--- src/rtl/fetch_unit.sv ---
`default_nettype none
// ============================================================================
// fetch_unit : PC sequencing, 1-cycle imem issue, 2-entry {insn,pc} queue
// Revision   : 1.0  initial release
// ============================================================================
module fetch_unit #(
  parameter int ADDR_W = 12,
  parameter int INSN_W = 32
) (
  input  logic              clock,
  input  logic              reset,
  input  logic [ADDR_W-1:0] pc_current,
  output logic [ADDR_W-1:0] pc_next,
  output logic              pc_en,
  output logic [ADDR_W-1:0] imem_addr,
  input  logic [INSN_W-1:0] imem_q,
  input  logic              redirect_valid,
  input  logic [ADDR_W-1:0] redirect_target,
  output logic              out_valid,
  input  logic              out_ready,
  output logic [INSN_W-1:0] out_insn,
  output logic [ADDR_W-1:0] out_pc,
  output logic [ADDR_W-1:0] out_pc_plus1
);

  localparam logic [ADDR_W-1:0] ADDR_ONE = {{(ADDR_W-1){1'b0}}, 1'b1};

  logic [INSN_W-1:0] insn_mem [2];
  logic [ADDR_W-1:0] pc_mem   [2];
  logic              head;
  logic              tail;
  logic [1:0]        count;
  logic              inflight;
  logic [ADDR_W-1:0] inflight_pc;

  logic              flush;
  logic              pop;
  logic              push;
  logic              issue;
  logic [1:0]        occupancy;

  assign flush     = redirect_valid & ~reset;
  assign out_valid = (count != 2'd0);
  assign pop       = out_valid & out_ready;
  assign push      = inflight & ~redirect_valid & ~reset;
  assign occupancy = count + {1'b0, inflight};

  // Credit check: slots taken by the queue plus the pending return, net of
  // this cycle's pop, must leave room for one more return.
  assign issue = ~reset & ~redirect_valid &
                 ({1'b0, occupancy} < (3'd2 + {2'b00, pop}));

  assign pc_next   = flush ? redirect_target : (pc_current + ADDR_ONE);
  assign pc_en     = ~reset & (issue | redirect_valid);
  assign imem_addr = pc_current;

  assign out_insn     = insn_mem[head];
  assign out_pc       = pc_mem[head];
  assign out_pc_plus1 = pc_mem[head] + ADDR_ONE;

  always_ff @(posedge clock) begin
    if (reset) begin
      count    <= 2'd0;
      inflight <= 1'b0;
      head     <= 1'b0;
      tail     <= 1'b0;
    end else begin
      inflight <= issue;
      if (flush) begin
        count <= 2'd0;
        head  <= 1'b0;
        tail  <= 1'b0;
      end else begin
        if (push) tail <= ~tail;
        if (pop)  head <= ~head;
        case ({push, pop})
          2'b10:   count <= count + 2'd1;
          2'b01:   count <= count - 2'd1;
          default: count <= count;
        endcase
      end
    end
  end

  // Payload storage needs no reset; validity is tracked by count/inflight.
  always_ff @(posedge clock) begin
    if (issue) inflight_pc <= pc_current;
    if (push) begin
      insn_mem[tail] <= imem_q;
      pc_mem[tail]   <= inflight_pc;
    end
  end

endmodule
`default_nettype wire

--- config.mk ---
export PLATFORM = sky130hd
export DESIGN_NAME = fetch_unit
export DESIGN_NICKNAME = d
export VERILOG_FILES = /design/src/rtl/fetch_unit.sv
export SDC_FILE = /design/constraint.sdc
export NUM_CORES = 1
export LEC_CHECK = 0
export ABC_CLOCK_PERIOD_IN_PS = 5700
export CAP_MARGIN = 20
export CORE_MARGIN = 2
export CORE_UTILIZATION = 50
export DETAILED_ROUTE_END_ITERATION = 16
export GPL_TIMING_DRIVEN = 0
export PLACE_DENSITY = 0.85
export SYNTH_ARGS = -nofsm -noshare
export SYNTH_HDL_FRONTEND = slang
export SYNTH_SLANG_ARGS = --single-unit
export TNS_END_PERCENT = 30
--- constraint.sdc ---
create_clock -name clock -period 5.7 [get_ports clock]
set_input_delay 1.71 -clock clock [delete_from_list [all_inputs] [get_ports clock]]
set_output_delay 1.71 -clock clock [all_outputs]
set_load 0.03 [all_outputs]
==> results_dict.tcl <==
set metrics [dict create \
    status "complete, no violations" \
    die_area_um2 9850 \
    crit_chain "clkdlybuf4s50_1 > ha_1 > nand3_1 > nor2_1 > xnor2_1 > o21ai_0 > clkdlybuf4s50_1" \
    tightest_slew_ps 596 \
    synth_top_family_by_area "multiplexers" \
    yosys.area_share.adder_pct 1.10 \
    layout_commonest_cell "clkdlybuf4s50_1" \
    diodes 0 \
    seq_area_um2 3120 \
    clock_path_buffers 2 \
    synthMuxAreaShare_pct 10.9 \
    critPathTopFamily "buffers and inverters" \
    numClockSinks 106 \
    hold_viol_final 0 \
    drt_pass1_iterations 6 \
    drcViolationCount 0 \
    period_minus_slack_ps 5500 \
    num_io_pins 142 \
    coreArea_um2 8760 \
    pre_cts_slack_ps -265 \
    row_count 34 \
    crit_top_cell "clkdlybuf4s50_1" \
    vdd_drop_max_mv 0.151 \
    drive_above_1_share_pct 19.3 \
    wirelength_mm 8.98 \
    start_util_pct 51.8 \
    hp-class "reg -> reg" \
    grt_use_total_pct 18.4 \
    setup_viol 0 \
    clk_latency_ps 360 \
    slew_headroom_pct 60.2 \
    grt_pass1_wl_mm 14.0 \
    synthDistinctLibCells 41 \
    fin_tns_setup_ps 0 \
    h-tree-depth 3 \
    place_area_um2 6130 \
    cts_buffers 9 \
    syn_avg_cell_area_um2 15.6 \
    cts_root_buf "clkbuf_8" \
    cts_tree "done" \
    drt.antenna.violating_nets 0 \
    n_fill_cell 557 \
    synth_fp_nets 354 \
    via_count 2896 \
    p_per_area_nw_per_um2 248 \
    synth.yosys.seq_area_share_pct 68.8 \
    crit_arrival_ps 3790 \
    synth_largest_area_cell "edfxtp_1" \
    drv_slew 0 \
    synth-compound-area-share_pct 2.81 \
    antenna_found_initial 0 \
    netlist_area_um2 4540 \
    dp_hpwl_mm 6.68 \
    post-route-period-util_pct 96.4 \
    synth_xor_area_share_pct 4.63 \
    avgRoutedWirePerCell_um 16.1 \
    place.gp.congestion 0.818 \
    clkTransAtPathRegs_ps 90 \
    fmax_mhz 182 \
    critPathMaxFanout 6 \
    synthTopCellsByArea "edfxtp_1, mux2_2, xnor2_1, dfxtp_1, buf_4" \
    worstSetupStartpointType "input pin" \
    utilization_pct 73.0 \
    crit_required_ps 3990 \
    nets 509 \
    synthCells 290 \
    finalInstanceArea_um2 6400 \
    portBuffers 141 \
    drtIter0Drc 81 \
    multiInputGateArea_um2 1240 \
    final_cell_mix "clkdlybuf4s50_1, edfxtp_1, mux2_2, nand2_1, xnor2_1" \
    async_flop_share_pct 0 \
    power_mw 1.59 \
    grt.overflow.total 0 \
    clock_skew_ps 8.16 \
    yosys_warnings 0 \
    rsz0062_at_grt "false" \
    leakagePower_nw 2.19 \
    cp_slowest_cell "clkdlybuf4s50_1" \
    worst-setup-path-type "in -> out" \
    end_kind "output port" \
    die_w_um 99.3 \
    grt_pass1_vias 3002 \
    fin_ws_ps 205 \
    critical-path-max-stage-delay_ps 700 \
    die_y_um 99.3 \
    yosys.area.top_type_share_pct 66.2 \
    vias_per_cell 5.19 \
    cap_violations 0 \
    areaGrowthSynthToFinish_pct 41.0 \
    yosys_register_bits 106 \
    ys.flop_type "edfxtp_1" \
    synth_edf_count 100 \
    path_buf_inv 2 \
    grt_max_degree 28 \
    synthSimpleGateAreaFrac_pct 7.44 \
]
logic make-up (layout without fill, tap and decap cells):
family	after synthesis	after routing
compound gates	20	20
xor+xnor	24	24
fa+ha+maj	4	4
buf+inv	30	190
flops	106	106
mux	44	44
simple gates	62	62
final timing paths:
kind / startpoint / endpoint / slack [ps] / depth (start not counted)
setup / recovery: pc_current[0] / pc_next[6] / 200 / 7
hold / removal: inflight_pc[6] / pc_mem[0][6] / 460 / 0
setup reg to reg: count[0] / inflight_pc[9] / 3850 / 5
hold reg to reg: inflight_pc[6] / pc_mem[0][6] / 460 / 0
synth_stat cells, types with 2 or more instances:
| cell type | number |
|---|---|
| a21oi_1 | 2 |
| xnor2_1 | 21 |
| nor2b_1 | 2 |
| nand4_1 | 5 |
| nand3_1 | 7 |
| ha_1 | 4 |
| mux2_2 | 39 |
| buf_2 | 3 |
| xor2_1 | 3 |
| nand2_1 | 22 |
| nor3_1 | 4 |
| inv_1 | 8 |
| mux2i_1 | 3 |
| clkbuf_1 | 2 |
| mux2i_2 | 2 |
| edfxtp_1 | 100 |
| nor2_1 | 10 |
| dfxtp_1 | 6 |
| o21ai_0 | 8 |
| o21ai_1 | 5 |
| buf_4 | 14 |
through the flow:
step                cells  hold WS (ps)
floorplan             290           421
global placement      539           424
detailed placement    541           430
CTS                   558           451
global route          558           461
finish                558           455
metal layers:
metal,up-vias,global-route usage (%),part of all wire (%)
li1,1368,-,-
met3,26,5.13,8.2
met4,0,8.64,3.1
met5,-,0,0
met2,136,32.6,50
met1,1366,20.6,39
layout make-up:
type | count | area share [%]
multi-input combinational | 154 | 19.4
tap | 108 | 2.11
clock inverter | 6 | 1.78
inverter | 9 | 0.528
clock buffer | 10 | 1.99
buffer | 21 | 2.48
timing repair buffer | 144 | 22.9
sequential | 106 | 48.8
worst register-to-register path: stages (launching register included):
cell,delay [ps]
dfxtp_1,440
ha_1,280
nor2b_1,150
nand2_1,120
a311oi_4,330
buf_4,250
power breakdown:
| group | switching [mW] | internal, mW | leakage [nW] |
|---|---|---|---|
| Sequential | 0.00451 | 0.862 | 0.956 |
| Combinational | 0.0888 | 0.0918 | 1.11 |
| Clock | 0.246 | 0.294 | 0.118 |
flip-flops by register name, summed over array words and instances, names as in the netlist, named ones only:
register	flops
insn_mem	64
tail	1
pc_mem	24
head	1
count	2
inflight	1
inflight_pc	12
what timing repair did:
item | CTS | global route
hold buffers | 0 | 0
resized for setup | 1 | 2
cloned | 0 | 0
buffers inserted | 1 | 0
pin swaps | 1 | 0
endpoints found under the setup margin | 1 | 2
endpoints found under the hold margin | 0 | 0
(Power assumes the default switching activity.)
==> RTL change, RTL diff (config.mk and constraints unchanged) <==
The parameter `ADDR_W` goes from 12 to 11.
--- a/src/rtl/fetch_unit.sv
+++ b/src/rtl/fetch_unit.sv
@@ -4,7 +4,7 @@
 // Revision   : 1.0  initial release
 // ============================================================================
 module fetch_unit #(
-  parameter int ADDR_W = 12,
+  parameter int ADDR_W = 11,
   parameter int INSN_W = 32
 ) (
   input  logic              clock,
Interface: changed (6 resized); port bits go from 142 to 136. The function was not compared with the original's and may differ.
==> RTL change against the unedited design <==
Non-clock buffer count decreased by 7; area after synthesis down 4.4%; sequential share of layout area increased by 0.76 points; global-route usage fell by 0.10 points; worst hold slack got worse by 0.011 ns; sequential cell count is 3 lower; maximum frequency fell by 1.0%; synthesized cell count down 6.6%; total power shrank 5.5%; setup slack lost 0.055 ns; wire length down 5.8%; design area decreased by 4.4%; die area is 4.2% lower; clock power shrank 9.4%; critical path type unchanged; critical endpoint is now pc_next[9]; largest cell class unchanged.
==> RTL change: results (changes against the unedited design) <==
stage,metric,value,unit,change
worst_setup_path,critPathTopFamily,buffers and inverters,,
worst_setup_path,critPathMaxFanout,7,,+1
logic_synthesis,synthTopCellsByArea,"edfxtp_1, mux2_2, dfxtp_1",,
logic_synthesis,ys_types,34,,-17%
run_status,outcome,completed,,
timing,setup-tns-final,0,ns,unchanged
placement,dp_slack,-0.350,ns,-0.0853 ns
worst_setup_path,crit_start,pc_current[2],,
routing,first_iter_violations,83,,+2.5%
global_route,antenna_found_initial,0,,unchanged
placement,io_buffers,135,,-4.3%
hold_path,hold_end,pc_mem[0][5]$_DFFE_PP_,,
hold_path,min_from,inflight_pc[5]$_DFFE_PP_,,
global_route,track_usage,18.3,%,-0.10 points
logic_synthesis,synth-edff-count,97,,-3.0%
routing,firstDrtPassIters,4,,-2
worst_setup_path,critPathArrivalTime,3.84,ns,+0.05 ns
logic_synthesis,seq_area_frac_synth,69.9,%,+1.1 points
pwr,p_leak,2.07,nW,-5.4%
final_layout,top_regs,"insn_mem: 64 flops, pc_mem: 22 flops, inflight_pc: 11 flops",,
global_route,grt_pass1_wl,13.5,mm,-3.5%
timing,period_needed,5.55,ns,+0.0553 ns
final_layout,drive_gt1_share,20.2,%,+0.90 points
logic_synthesis,synth-main-ff-cell,edfxtp_1,,
placement,place_congestion,0.806,,-1.5%
global_route,grt_start_max_net_pins,30,,+7.1%
logic_synthesis,synth_fp_nets,333,,-5.9%
logic_synthesis,yosysWarningCount,0,,unchanged
clock_tree,htreeDepth,3,,unchanged
worst_setup_path,crit_path_end,pc_next[9],,
global_route,first_global_vias,2798,,-6.8%
clock_tree,worst_skew_pair.late_latency,0.36,ns,about the same
placement,dpl.hpwl,6.31,mm,-5.4%
routing,viasPerCell,5.15,,-0.82%
worst_setup_path,r2r_end,inflight_pc[6]$_DFFE_PP_,,
pwr,ir_worst_vdd,0.000136,V,-9.5%
timing,worst_pin_slew,0.540,ns,-0.0555 ns
routing,wl_per_cell,16.0,um,-0.83%
timing,fin_skew,0.0112,ns,+0.00307 ns
final_layout,nets,482,,-5.3%
final_layout,fillers,493,,-11%
worst_setup_path,r2r_setup_slack,3.86,ns,about the same
logic_synthesis,yosys-top-cells-count,"edfxtp_1, mux2_2, nand2_1",,
hold_path,min_path_type,flip-flop to flip-flop,,
[RTL change: cell count changes in the layout (fill, tap and decap cells not counted), moves of 4 or more]
cell and delta:
xor2_1 +7, o21ai_1 -5, clkdlybuf4s50_1 -4, o21ai_0 +4
xnor2_1 -10
[RTL change: where the power goes]
part | switching [W] | total [W] | internal, W
clock network | 0.000239 | 0.000489 | 0.000250
registers | 0.00000440 | 0.000842 | 0.000837
logic | 0.0000828 | 0.000169 | 0.0000867
total | 0.000326 | 0.00150 | 0.00117
[RTL change: layout make-up]
type | count | area [um^2] | area share [%]
Clock inverter | 6 | 93.8 | 1.53
Inverter | 6 | 22.5 | 0.368
Timing Repair Buffer | 138 | 1400 | 22.9
Clock buffer | 10 | 128 | 2.09
Sequential cell | 103 | 3030 | 49.6
Buffer | 20 | 139 | 2.27
Multi-Input combinational cell | 142 | 1170 | 19.2
Tap cell | 105 | 131 | 2.15
[RTL change: kinds of logic after synthesis]
kind of cell             after synthesis  synth area share (%)
buffers and inverters                 26                  3.72
multiplexers                          43                  11.2
adder cells (fa/ha/maj)                4                  1.15
AND/OR/NAND/NOR                       56                  6.95
flip-flops                           103                  69.9
XOR/XNOR                              21                  4.24
AO/OA/AOI/OAI                         18                  2.88
[RTL change: stage by stage]
step	hold slack (ns)	std cells	area [um^2]	util, %
floorplan	0.421	271	4340	-
global placement	0.423	511	5820	70.2
detailed placement	0.429	513	5880	70.8
CTS	0.449	530	6120	73.7
global route	0.454	530	6120	73.7
finish	0.444	530	6120	73.7
[RTL change: routing by layer]
metal | track usage, % | wire length [um] | up-vias | share of wire (%)
met5 | 0 | 0 | - | 0
met4 | 7.91 | 154 | 0 | 1.8
met3 | 4.17 | 527 | 13 | 6.2
li1 | - | - | 1296 | -
met2 | 32.6 | 4400 | 114 | 52
met1 | 21.2 | 3380 | 1305 | 40
